--- src/rtl/signal_shifter_sequencer_if.sv ---
// Bus bundle between the AXI command decoder (master) and the shifter sequencer (slave).
// With SHIFTER_SEQ_READBACK_EN defined, the bundle also carries the table readback port.
interface signal_shifter_sequencer_if #(
  parameter int unsigned DELAY_WIDTH = 30,
  parameter int unsigned EVENT_WIDTH = 10,
  parameter int unsigned AW          = 4
);
  logic                   cfg_wr_en;
  logic [AW-1:0]          cfg_wr_addr;
  logic [EVENT_WIDTH:0]   cfg_wr_data;
  logic                   cfg_wr_err;
  logic                   cmd_start;
  logic                   cmd_ready;
  logic [DELAY_WIDTH-1:0] cmd_delay;
  logic [AW:0]            cmd_count;
  logic                   cmd_err;
  logic                   abort;
  logic                   busy;
  logic                   done;
  logic                   aborted;
  logic                   reset;
  logic [DELAY_WIDTH-1:0] delay_value;
  logic                   delay_set;
  logic [EVENT_WIDTH-1:0] event_value;
  logic                   event_set;
  logic                   event_polarity_set;
`ifdef SHIFTER_SEQ_READBACK_EN
  logic [AW-1:0]          rd_addr;
  logic [EVENT_WIDTH:0]   rd_data;

  modport master (
    output cfg_wr_en, cfg_wr_addr, cfg_wr_data, cmd_start, cmd_delay, cmd_count, abort, rd_addr,
    input  cfg_wr_err, cmd_ready, cmd_err, busy, done, aborted, reset,
           delay_value, delay_set, event_value, event_set, event_polarity_set, rd_data
  );
  modport slave (
    input  cfg_wr_en, cfg_wr_addr, cfg_wr_data, cmd_start, cmd_delay, cmd_count, abort, rd_addr,
    output cfg_wr_err, cmd_ready, cmd_err, busy, done, aborted, reset,
           delay_value, delay_set, event_value, event_set, event_polarity_set, rd_data
  );
`else
  modport master (
    output cfg_wr_en, cfg_wr_addr, cfg_wr_data, cmd_start, cmd_delay, cmd_count, abort,
    input  cfg_wr_err, cmd_ready, cmd_err, busy, done, aborted, reset,
           delay_value, delay_set, event_value, event_set, event_polarity_set
  );
  modport slave (
    input  cfg_wr_en, cfg_wr_addr, cfg_wr_data, cmd_start, cmd_delay, cmd_count, abort,
    output cfg_wr_err, cmd_ready, cmd_err, busy, done, aborted, reset,
           delay_value, delay_set, event_value, event_set, event_polarity_set
  );
`endif
endinterface

--- src/rtl/signal_shifter_sequencer.sv ---
// Signal shifter sequencer: replays a local event table onto the shifter config port
// as reset pulse, delay load, then one event load per entry, GAP idle cycles apart.
// Optional macro SHIFTER_SEQ_READBACK_EN adds a 1-cycle-latency table readback port.
module signal_shifter_sequencer #(
  parameter int unsigned MAX_DELAY   = 1000000000,
  parameter int unsigned MAX_EVENT   = 1000,
  parameter int unsigned DELAY_WIDTH = $clog2(MAX_DELAY),
  parameter int unsigned EVENT_WIDTH = $clog2(MAX_EVENT),
  parameter int unsigned DEPTH       = 16,
  parameter int unsigned GAP         = 2,
  parameter int unsigned AW          = $clog2(DEPTH)
) (
  input logic                    s_axi_aclk,
  input logic                    s_axi_aresetn,
  signal_shifter_sequencer_if.slave bus
);

  localparam int unsigned CW = AW + 1;
  localparam int unsigned TW = EVENT_WIDTH + 1;
  localparam int unsigned GW = (GAP > 1) ? $clog2(GAP) : 1;

  typedef enum logic [2:0] {
    S_IDLE, S_RST, S_DLY, S_EVT, S_GAPW, S_DONE, S_ABRT
  } state_t;

  state_t                 state;
  logic [DELAY_WIDTH-1:0] dly_q;
  logic [CW-1:0]          cnt_q;
  logic [CW-1:0]          idx_q;
  logic [GW-1:0]          gap_q;
  logic                   dly_pend;
  logic [TW-1:0]          tbl [DEPTH];
  logic [TW-1:0]          rd_q;

  logic                   wr_err_q;
  logic                   ready_q;
  logic                   cmd_err_q;
  logic                   busy_q;
  logic                   done_q;
  logic                   aborted_q;
  logic                   reset_q;
  logic [DELAY_WIDTH-1:0] delay_value_q;
  logic                   delay_set_q;
  logic [EVENT_WIDTH-1:0] event_value_q;
  logic                   event_set_q;
  logic                   pol_set_q;

  // Event table: writes only while idle; entry[idx] is read every cycle so the
  // next entry is already registered by the time the gap expires.
  always_ff @(posedge s_axi_aclk) begin
    if (bus.cfg_wr_en && state == S_IDLE) tbl[bus.cfg_wr_addr] <= bus.cfg_wr_data;
    rd_q <= tbl[idx_q[AW-1:0]];
  end

  // Sequencer FSM; every output is registered alongside the state it belongs to.
  always_ff @(posedge s_axi_aclk or negedge s_axi_aresetn) begin
    if (!s_axi_aresetn) begin
      state         <= S_IDLE;
      dly_q         <= '0;
      cnt_q         <= '0;
      idx_q         <= '0;
      gap_q         <= '0;
      dly_pend      <= 1'b0;
      wr_err_q      <= 1'b0;
      ready_q       <= 1'b1;
      cmd_err_q     <= 1'b0;
      busy_q        <= 1'b0;
      done_q        <= 1'b0;
      aborted_q     <= 1'b0;
      reset_q       <= 1'b0;
      delay_value_q <= '0;
      delay_set_q   <= 1'b0;
      event_value_q <= '0;
      event_set_q   <= 1'b0;
      pol_set_q     <= 1'b0;
    end else begin
      wr_err_q    <= bus.cfg_wr_en && (state != S_IDLE);
      cmd_err_q   <= 1'b0;
      done_q      <= 1'b0;
      aborted_q   <= 1'b0;
      reset_q     <= 1'b0;
      delay_set_q <= 1'b0;
      event_set_q <= 1'b0;
      pol_set_q   <= 1'b0;
      if (state != S_IDLE && state != S_ABRT && bus.abort) begin
        state     <= S_ABRT;
        reset_q   <= 1'b1;
        aborted_q <= 1'b1;
      end else begin
        case (state)
          S_IDLE: begin
            if (bus.cmd_start) begin
              if (bus.cmd_count <= CW'(DEPTH)) begin
                dly_q    <= bus.cmd_delay;
                cnt_q    <= bus.cmd_count;
                idx_q    <= '0;
                dly_pend <= 1'b1;
                state    <= S_RST;
                reset_q  <= 1'b1;
                busy_q   <= 1'b1;
                ready_q  <= 1'b0;
              end else begin
                cmd_err_q <= 1'b1;
              end
            end
          end
          S_RST, S_DLY, S_EVT: begin
            state <= S_GAPW;
            gap_q <= '0;
          end
          S_GAPW: begin
            if (gap_q == GW'(GAP - 1)) begin
              if (dly_pend) begin
                state         <= S_DLY;
                dly_pend      <= 1'b0;
                delay_set_q   <= 1'b1;
                delay_value_q <= dly_q;
              end else if (idx_q < cnt_q) begin
                state         <= S_EVT;
                event_set_q   <= 1'b1;
                event_value_q <= rd_q[EVENT_WIDTH-1:0];
                pol_set_q     <= rd_q[EVENT_WIDTH];
                idx_q         <= idx_q + CW'(1);
              end else begin
                state  <= S_DONE;
                done_q <= 1'b1;
              end
            end else begin
              gap_q <= gap_q + GW'(1);
            end
          end
          S_DONE, S_ABRT: begin
            state   <= S_IDLE;
            busy_q  <= 1'b0;
            ready_q <= 1'b1;
          end
          default: state <= S_IDLE;
        endcase
      end
    end
  end

`ifdef SHIFTER_SEQ_READBACK_EN
  logic [TW-1:0] rd_data_q;

  // Readback port, independent of the sequencer state.
  always_ff @(posedge s_axi_aclk or negedge s_axi_aresetn) begin
    if (!s_axi_aresetn) rd_data_q <= '0;
    else                rd_data_q <= tbl[bus.rd_addr];
  end

  assign bus.rd_data = rd_data_q;
`endif

  assign bus.cfg_wr_err         = wr_err_q;
  assign bus.cmd_ready          = ready_q;
  assign bus.cmd_err            = cmd_err_q;
  assign bus.busy               = busy_q;
  assign bus.done               = done_q;
  assign bus.aborted            = aborted_q;
  assign bus.reset              = reset_q;
  assign bus.delay_value        = delay_value_q;
  assign bus.delay_set          = delay_set_q;
  assign bus.event_value        = event_value_q;
  assign bus.event_set          = event_set_q;
  assign bus.event_polarity_set = pol_set_q;

endmodule

--- src/flat_wrapper.sv ---
// flat-port wrapper written by rule: the top's interface ports become plain ports
module signal_shifter_sequencer_flat 
#(
  parameter int unsigned MAX_DELAY   = 1000000000,
  parameter int unsigned MAX_EVENT   = 1000,
  parameter int unsigned DELAY_WIDTH = $clog2(MAX_DELAY),
  parameter int unsigned EVENT_WIDTH = $clog2(MAX_EVENT),
  parameter int unsigned DEPTH       = 16,
  parameter int unsigned GAP         = 2,
  parameter int unsigned AW          = $clog2(DEPTH)
)
  (s_axi_aclk, s_axi_aresetn, bus_cfg_wr_en, bus_cfg_wr_addr, bus_cfg_wr_data, bus_cmd_start, bus_cmd_delay, bus_cmd_count, bus_abort, bus_cfg_wr_err, bus_cmd_ready, bus_cmd_err, bus_busy, bus_done, bus_aborted, bus_reset, bus_delay_value, bus_delay_set, bus_event_value, bus_event_set, bus_event_polarity_set);
  signal_shifter_sequencer_if #(.DELAY_WIDTH(DELAY_WIDTH), .EVENT_WIDTH(EVENT_WIDTH), .AW(AW)) bus_i ();
  input logic s_axi_aclk;
  input logic s_axi_aresetn;
  input wire logic [$bits(bus_i.cfg_wr_en)-1:0] bus_cfg_wr_en;
  input wire logic [$bits(bus_i.cfg_wr_addr)-1:0] bus_cfg_wr_addr;
  input wire logic [$bits(bus_i.cfg_wr_data)-1:0] bus_cfg_wr_data;
  input wire logic [$bits(bus_i.cmd_start)-1:0] bus_cmd_start;
  input wire logic [$bits(bus_i.cmd_delay)-1:0] bus_cmd_delay;
  input wire logic [$bits(bus_i.cmd_count)-1:0] bus_cmd_count;
  input wire logic [$bits(bus_i.abort)-1:0] bus_abort;
  output wire logic [$bits(bus_i.cfg_wr_err)-1:0] bus_cfg_wr_err;
  output wire logic [$bits(bus_i.cmd_ready)-1:0] bus_cmd_ready;
  output wire logic [$bits(bus_i.cmd_err)-1:0] bus_cmd_err;
  output wire logic [$bits(bus_i.busy)-1:0] bus_busy;
  output wire logic [$bits(bus_i.done)-1:0] bus_done;
  output wire logic [$bits(bus_i.aborted)-1:0] bus_aborted;
  output wire logic [$bits(bus_i.reset)-1:0] bus_reset;
  output wire logic [$bits(bus_i.delay_value)-1:0] bus_delay_value;
  output wire logic [$bits(bus_i.delay_set)-1:0] bus_delay_set;
  output wire logic [$bits(bus_i.event_value)-1:0] bus_event_value;
  output wire logic [$bits(bus_i.event_set)-1:0] bus_event_set;
  output wire logic [$bits(bus_i.event_polarity_set)-1:0] bus_event_polarity_set;
  assign bus_i.cfg_wr_en = bus_cfg_wr_en;
  assign bus_i.cfg_wr_addr = bus_cfg_wr_addr;
  assign bus_i.cfg_wr_data = bus_cfg_wr_data;
  assign bus_i.cmd_start = bus_cmd_start;
  assign bus_i.cmd_delay = bus_cmd_delay;
  assign bus_i.cmd_count = bus_cmd_count;
  assign bus_i.abort = bus_abort;
  assign bus_cfg_wr_err = bus_i.cfg_wr_err;
  assign bus_cmd_ready = bus_i.cmd_ready;
  assign bus_cmd_err = bus_i.cmd_err;
  assign bus_busy = bus_i.busy;
  assign bus_done = bus_i.done;
  assign bus_aborted = bus_i.aborted;
  assign bus_reset = bus_i.reset;
  assign bus_delay_value = bus_i.delay_value;
  assign bus_delay_set = bus_i.delay_set;
  assign bus_event_value = bus_i.event_value;
  assign bus_event_set = bus_i.event_set;
  assign bus_event_polarity_set = bus_i.event_polarity_set;
  signal_shifter_sequencer #(.MAX_DELAY(MAX_DELAY), .MAX_EVENT(MAX_EVENT), .DELAY_WIDTH(DELAY_WIDTH), .EVENT_WIDTH(EVENT_WIDTH), .DEPTH(DEPTH), .GAP(GAP), .AW(AW)) u_core (.s_axi_aclk(s_axi_aclk), .s_axi_aresetn(s_axi_aresetn), .bus(bus_i));
endmodule
--- config.mk ---
export PLATFORM = sky130hd
export DESIGN_NAME = signal_shifter_sequencer_flat
export DESIGN_NICKNAME = d
export VERILOG_FILES = /design/src/rtl/signal_shifter_sequencer_if.sv /design/src/rtl/signal_shifter_sequencer.sv /design/src/flat_wrapper.sv
export SDC_FILE = /design/constraint.sdc
export NUM_CORES = 1
export LEC_CHECK = 0
export ABC_CLOCK_PERIOD_IN_PS = 3700
export CAP_MARGIN = 5
export CORE_UTILIZATION = 35
export DETAILED_ROUTE_END_ITERATION = 10
export PLACE_DENSITY_LB_ADDON = 0.2
export SLEW_MARGIN = 15
export SYNTH_ARGS = -nofsm -noshare
export SYNTH_HDL_FRONTEND = slang
export SYNTH_SLANG_ARGS = --single-unit
export TNS_END_PERCENT = 100
--- constraint.sdc ---
create_clock -name s_axi_aclk -period 3.7 [get_ports s_axi_aclk]
set_clock_uncertainty 0.2 [all_clocks]
set_input_delay 0.555 -clock s_axi_aclk [delete_from_list [all_inputs] [get_ports s_axi_aclk]]
set_output_delay 0.555 -clock s_axi_aclk [all_outputs]
set_load 0.005 [all_outputs]
### Word-level counts from Yosys, hierarchy flattened

Memory sizes are Yosys's and may differ from the RTL's. A register that Yosys moved wholly into a read port is not among the register bits.
Index checks and enable logic that the tools add are counted.
Widths: inputs -> output; s select.

| cells by class | value |
|---|---|
| reductions and logical operators | 19 |
| bitwise logic cells | 2 |
| eq/ne operators | 15 |
| $add $sub $neg | 2 |
| multiplexer cells | 53 |
| magnitude comparators | 2 |

Operators by type and width:

| kind | number |
|---|---|
| $mux 1 | 36 |
| $mux 5 | 5 |
| $mux 3 | 6 |
| $reduce_and 4->1 | 3 |
| $pmux 5 s2 | 1 |
| $reduce_and 5->1 | 2 |
| $eq 3x3->1 const B | 3 |
| $ne 3x3->1 const B | 3 |
| $pmux 3 s3 | 1 |
| $pmux 1 s2 | 4 |
| $reduce_and 7->1 | 1 |
| $eq 3x2->1 const B | 2 |
| $ne 2x2->1 const B | 3 |
| $reduce_bool 2->1 | 3 |
| $add 5x1->5 const B | 1 |
| $le 5x5->1 const B | 1 |
| $lt 5x5->1 | 1 |
| $logic_and 1x1->1 | 4 |
| $ne 2x1->1 const B | 2 |
| $eq 3x1->1 const B | 1 |
| $logic_not 3->1 | 1 |
| $ne 3x1->1 const B | 1 |
| $reduce_and 3->1 | 1 |
| $reduce_bool 3->1 | 1 |
| other kinds (5) | 6 |

| word-level totals | value |
|---|---|
| memory bits (writable) | 176 |
| memories | 1 |
| logic and storage cells | 112 |
| output and inout bits | 50 |
| bits in registers | 95 |

Memory list:

| name | depth | width | rd ports | clocked after Yosys merged registers in | write ports | line | RTL |
|---|---|---|---|---|---|---|---|
| u_core.tbl | 16 | 11 | 1 | 1 | 1 | signal_shifter_sequencer.sv:32 | `logic [TW-1:0] tbl [DEPTH];` |

### Longest topological paths before layout

Gate-level depths: netlist of run 1.

| depth | value |
|---|---|
| word-level depth | 6 |
| depth in mapped cells | 7 |
| mapped depth without buffers | 6 |

### Worst setup path after synthesis of run 1

OpenSTA, ideal clock, no wires.

| timing | value |
|---|---|
| path kind | reg-to-reg |
| start | reg u_core.state[2] |
| end | mem u_core.tbl[0][0] (netlist name), enable pin |
| buffers on the path | 1 |
| slack | 0.952 ns |
| stages on the path, launching flop included | 6 |
| arrival | 2.155 ns |
| period minus slack after synthesis | 2.748 ns |
| path through | dfrtp_1 > buf_2 > nor3_2 > nand2_1 > or3_1 > nor3_1 |

| on the way | value |
|---|---|
| cells in the longest elaborated chain, start to end | 4 |

RTL lines:

| what | line | RTL |
|---|---|---|
| start, declared | signal_shifter_sequencer.sv:26 | `state_t state;` |
| start signal, assigned | signal_shifter_sequencer.sv:58 | `state <= S_IDLE;` |
| start signal, assigned | signal_shifter_sequencer.sv:86 | `state <= S_ABRT;` |
| start signal, assigned | signal_shifter_sequencer.sv:98 | `state <= S_RST;` |
| $logic_not 3->1 | signal_shifter_sequencer.sv:51 | `if (bus.cfg_wr_en && state == S_IDLE) tbl[bus.cfg_wr_addr] <= bus.cfg_wr_data;` |
| $logic_and 1x1->1 | signal_shifter_sequencer.sv:51 |  |
| $mux 1 | signal_shifter_sequencer.sv:51 |  |
| $mux 1 (implied by the code) | signal_shifter_sequencer.sv:51 |  |
| end, declared | signal_shifter_sequencer.sv:32 |  |

Every way passes these cells.

### Worst setup path after layout of run 1

| timing | value |
|---|---|
| start | reg u_core.state[0] |
| end | mem u_core.tbl[0][9] (netlist name), enable pin |

Same word-level chain as after synthesis.

==> results of run 1 <==
==> area by class of cell <==
| cell class | instances | area (um2) |
|---|---|---|
| Clock buffer | 32 | 737 |
| Clock inverter | 20 | 250 |
| Fill cell | 2618 | 16600 |
| Inverter | 8 | 30.0 |
| Multi-Input combinational cell | 313 | 2720 |
| Sequential cell | 282 | 7890 |
| Tap cell | 390 | 488 |
| Timing Repair Buffer | 132 | 1260 |
==> cell usage in the layout, fill, tap and decap left out, types with 8 or more instances in the layout <==
cell type / count
edfxtp_1: 176
nand2_1: 119
clkdlybuf4s50_1: 103
dfrtp_1: 92
mux4_2: 44
mux2_2: 39
clkbuf_16: 29
buf_4: 27
a22oi_1: 22
nor2_1: 21
dfxtp_1: 11
inv_1: 8
clkinv_2: 8
==> final timing paths <==
check,cells after the start,to,startpoint
setup / recovery,6,u_core.tbl[0][9]$_DFFE_PP_,u_core.state[0]$_DFFE_PN0P_
hold / removal,1,u_core.bus.event_polarity_set$_DFF_PN0_,u_core.rd_q[10]$_DFF_P_
setup reg to reg,6,u_core.tbl[0][9]$_DFFE_PP_,u_core.state[0]$_DFFE_PN0P_
hold reg to reg,1,u_core.bus.event_polarity_set$_DFF_PN0_,u_core.rd_q[10]$_DFF_P_
max in group asynchronous,3,u_core.bus.event_value[8]$_DFFE_PN0P_,s_axi_aresetn
min in group asynchronous,2,u_core.bus.delay_set$_DFF_PN0_,s_axi_aresetn
==> worst max-delay path: stages (launching register included) <==
cell,delay [ps]
dfrtp_1,490
nor3_2,510
buf_4,240
nand2_1,50
or3_1,390
nor3_1,380
buf_4,270
==> metrics by stage <==
stage	worst slack (ps)	cells	hold WS, ps	total power, mW
after global placement	809	1124	249	6.39
after floorplan	952	633	59.4	5.48
after global routing	637	1177	281	9.85
after CTS	813	1177	270	9.49
final	860	1177	261	9.35
after detailed placement	788	1124	253	6.45
==> cells by family (layout without fill, tap and decap cells) <==
logic type / count (synthesis) / count (layout)
compound gates: 40 / 40
xor+xnor: 1 / 1
fa+ha+maj: 5 / 5
buf+inv: 38 / 192
flops: 282 / 282
mux: 94 / 94
simple gates: 173 / 173
==> sequential cells by signal (all words and copies together) (netlist names) <==
signal                         cells
u_core.cnt_q                       5
u_core.dly_pend                    1
u_core.gap_q                       1
u_core.bus.reset                   1
u_core.bus.cmd_ready               1
u_core.state                       3
u_core.bus.busy                    1
u_core.bus.delay_set               1
u_core.idx_q                       5
u_core.bus.event_value            10
u_core.bus.cmd_err                 1
u_core.bus.event_set               1
u_core.bus.delay_value            30
u_core.tbl                       176
u_core.rd_q                       11
u_core.bus.cfg_wr_err              1
u_core.dly_q                      30
u_core.bus.done                    1
u_core.bus.event_polarity_set      1
u_core.bus.aborted                 1
==> routing by layer <==
layer	share of wire	global-route usage	vias to the layer above
li1	-	-	2643
met1	0.44	0.204	2886
met2	0.48	0.243	165
met3	0.059	0.0263	29
met4	0.019	0.0392	0
met5	0	0	-
==> power by group through the flow <==
stage / logic [mW] / clock network (mW) / registers, mW
2_1_floorplan: 1.35 / 0 / 4.14
3_3_place_gp: 2.10 / 0 / 4.28
3_5_place_dp: 2.14 / 0 / 4.32
4_1_cts: 2.15 / 3.09 / 4.25
5_1_grt: 2.31 / 3.21 / 4.32
6_report: 2.11 / 3.00 / 4.24
==> repair_timing <==
action / 4_1_cts / 5_1_grt
resized for setup: 0 / 0
hold endpoints to repair: 62 / 0
hold buffers: 1 / 0
==> flow_summary.ini, run 1 <==
[status]
outcome = complete, no violations

[route]
dr.pass1.iters = 4
drt_iter0_drc = 315
finalWirelength_um = 22800
routedWlPerCell_um = 19.4
avgViaCountPerCell = 4.86
remaining_drc_errors = 0
ant_nets = 0
dr_total_vias = 5723

[yosys]
synth_mux_area_frac = 0.145
synth.cell_area_um2 = 10800
yosys.cell_count.top_type = edfxtp_1
synth_top_area_share = 0.490
syn_inst = 633
synth_edf_count = 176
synth_area_leader_cell = edfxtp_1
ys_top_cells_by_area = edfxtp_1 (49%), dfrtp_1 (22%), mux4_2 (9.2%)
async_flop_share = 0.337
synth_nets = 693
synth_common_cells = edfxtp_1 (176), nand2_1 (119), dfrtp_1 (94), mux4_2 (44), mux2_2 (39)
seq_area_frac_synth = 0.730
synth_area_per_cell_um2 = 17.1
synth_cell_types = 47
synth-compound-area-share = 0.0296
ys_warn_count = 0
synth_xor_area_frac = 0.000811
synth_ff_type = edfxtp_1
ys_seq_elements = 282
synth_top_family_by_area = multiplexers
yosys.area_share.simple = 0.0707
synthAdderAreaFrac = 0.00580

[worst_setup_path]
cp.required_ps = 3730
r2r_slack_ps = 860
worstSetupPathType = reg2reg
cp-end-kind = flip-flop
cp.arrival_ps = 2870
cp_max_fo = 9
start_kind = flip-flop

[timing]
rsz0062_at_grt = no
setup-violations-final = 0
fin_setup_tns_ps = 0
tightest_slew_ps = 1060
fin_crit_ps = 2840
fmax_mhz = 352
final_max_slew_viol_count = 0
fin_crit_sh = 0.768
slew_headroom = 0.289
hold_viol = 0

[die]
fp.dieW_um = 178
num_rows = 63
core_region_area_um2 = 30000
num_io_pins = 105
die_area_um2 = 31500
initial_core_util = 0.360
fp.dieH_um = 178

[pwr]
p_sw_mw = 2.44
leakagePower_nw = 5.01
p_seq_frac = 0.453
power_frac_comb = 0.225
p_clk_frac = 0.321
powerDensity_nw_per_um2 = 699
ir_drop_v = 0.000377
switching_share = 0.261
p_int_mw = 6.91

[min_path]
hp-class = reg2reg

[grt]
grt_pass1_vias = 6039
grt_pass1_wl_um = 35400
overflow = 0
antenna_found_initial = 0
grt_max_degree = 66
grt_usage = 0.149

[place]
gp_congestion = 0.760
dp_hpwl_um = 15200
portBuffers = 104
postPlaceCellArea_um2 = 12400

[finish]
fin_area_um2 = 13400
layout.nets = 826
area_growth_syn_to_layout_pct = 23.9
final_core_util = 0.447
drive_above_1_share = 0.220
antenna_cells = 0

[clock_network]
htree_levels = 1
cts_made_buffers = 29
clock_latency_ps = 540
cts_setup_buffers = 0
path_clk_slew_ps = 60
clockBufferDepth = 3
numClockSinks = 282
cts_tree = built
cts_root_buffer = clkbuf_16

[job]
cap_violations = 0
No activity file was read; power rests on OpenSTA's default activity.
==> run 2: changes to the inputs <==
Settings changed: ABC_CLOCK_PERIOD_IN_PS 3700 to 2800.
Clock period 3.7 ns to 2.8 ns, I/O delays scaled along.
==> flow_summary.ini, run 2 (synthesis gave the netlist of run 1 again) <==
[status]
outcome = complete, no violations

[timing]
slew_headroom = 0.543
rsz0062_at_grt = no
fin_crit_ps = 2420
setup-violations-final = 0
hold_viol = 0
tightest_slew_ps = 686
fin_crit_sh = 0.865
fin_setup_tns_ps = 0
final_max_slew_viol_count = 0
fmax_mhz = 413

[die]
die_area_um2 = 31500
fp.dieW_um = 178
fp.dieH_um = 178
num_rows = 63
core_region_area_um2 = 30000
initial_core_util = 0.360
num_io_pins = 105

[clock_network]
cts_tree = built
numClockSinks = 282
htree_levels = 1
cts_made_buffers = 29
cts_root_buffer = clkbuf_16
clockBufferDepth = 3
ctsResizeCount = 0
path_clk_slew_ps = 60
clock_latency_ps = 560

[finish]
area_growth_syn_to_layout_pct = 25.1
layout_commonest_cell = edfxtp_1
multi_input_area_um2 = 2720
most-common-layout-cells = edfxtp_1 (176), nand2_1 (119), clkdlybuf4s50_1 (103)
top_register = u_core.tbl
fin_cells = 1191
largest_reg_flops = 176
n_fill_cell = 2593
ff_latch_area_um2 = 7890
layout.nets = 838
antenna_cells = 0
fin_area_um2 = 13500
drive_above_1_share = 0.228

[worst_setup_path]
cp.arrival_ps = 2650
cp-end-kind = flip-flop
worstSetupPathType = reg2reg
cp_max_fo = 13
start_kind = flip-flop
cp.required_ps = 3020

[route]
ant_nets = 0
avgViaCountPerCell = 4.91
dr_total_vias = 5849
finalWirelength_um = 22400
drt_iter0_drc = 294
remaining_drc_errors = 0
routedWlPerCell_um = 18.8
dr.pass1.iters = 5

[pwr]
power_frac_comb = 0.238
leakagePower_nw = 5.08
p_int_mw = 9.12
finalPower_mw = 12.4
p_sw_mw = 3.24
p_clk_frac = 0.316
switching_share = 0.262
powerDensity_nw_per_um2 = 916
ir_drop_v = 0.000474
p_seq_frac = 0.446

[grt]
grt_pass1_wl_um = 34600
grt-busiest-layer = met2
met1_usage = 0.188
grtUsageMet3 = 0.0244
grt_usage = 0.144
antenna_found_initial = 0
gr-usage-met2 = 0.248
grt_max_degree = 58
overflow = 0
grt_pass1_vias = 6146

[job]
cap_violations = 0

[place]
dp_hpwl_um = 15000
portBuffers = 104
gp_congestion = 0.769
postPlaceCellArea_um2 = 12500
dp_cells = 1136

[min_path]
hp-class = in2async
[run 2: cell types whose count changed in the layout (fill, tap and decap cells not counted), sizes merged]
cell	delta
buf	+12
clkbuf	+6
clkinv	-3
bufinv	-2
inv	+2
clkinvlp	-1
[run 2: routing by layer]
layer	wire length (um)	share of wire	up-vias
met2	10800	0.48	174
met5	0	0	-
met4	431	0.019	0
li1	-	-	2662
met3	1280	0.057	37
met1	9850	0.44	2976
[run 2: area by class of cell]
type | count | share of cell area
Clock buffer | 38 | 0.0585
Clock inverter | 16 | 0.0143
Inverter | 8 | 0.00222
Multi-Input combinational cell | 313 | 0.202
Sequential cell | 282 | 0.584
Tap cell | 390 | 0.0361
Timing Repair Buffer | 144 | 0.103
[run 2: power groups by stage]
stage | sequential (mW) | clock [mW] | combinational (mW)
after CTS | 5.53 | 4.03 | 3.00
after global placement | 5.56 | 0 | 2.93
after floorplan | 5.46 | 0 | 1.78
final | 5.52 | 3.91 | 2.94
after detailed placement | 5.61 | 0 | 2.99
after global routing | 5.61 | 4.19 | 3.23
[run 2: worst paths after layout]
kind | startpoint | endpoint | slack, ps | cells after the start
setup / recovery | u_core.idx_q[2]$_DFFE_PN0P_ | u_core.bus.event_value[2]$_DFFE_PN0P_ | 380 | 6
max in group asynchronous | s_axi_aresetn | u_core.bus.delay_value[15]$_DFFE_PN0P_ | 1520 | 3
hold reg to reg | u_core.bus.cmd_ready$_DFFE_PN1P_ | u_core.bus.cmd_ready$_DFFE_PN1P_ | 260 | 2
setup reg to reg | u_core.idx_q[2]$_DFFE_PN0P_ | u_core.bus.event_value[2]$_DFFE_PN0P_ | 380 | 6
min in group s_axi_aclk | bus_cmd_delay[11] | u_core.dly_q[11]$_DFFE_PN0P_ | 210 | 3
hold / removal | s_axi_aresetn | u_core.bus.delay_value[24]$_DFFE_PN0P_ | 190 | 2
[run 2: what timing repair did]
action                                 CTS  global route
hold buffers                             1             0
endpoints found under the hold margin   37             0
setup endpoints to repair                0             0
setup buffers                            0             0
[run 2: worst max-delay path, stage by stage, from the launching register on]
cell and delay [ps]:
dfrtp_1 470, ha_1 350, a21oi_1 220, o21ai_4 120, a2111oi_4 300, buf_4 270
mux2_2 360
[run 2: metrics by stage]
step                      hold WS, ps   util  setup WS (ps)
after floorplan                 -75.6      -           51.9
after global placement            226  0.418            289
after detailed placement          241  0.418            211
after CTS                         182  0.451            355
after global routing              213  0.451            261
final                             195  0.451            377
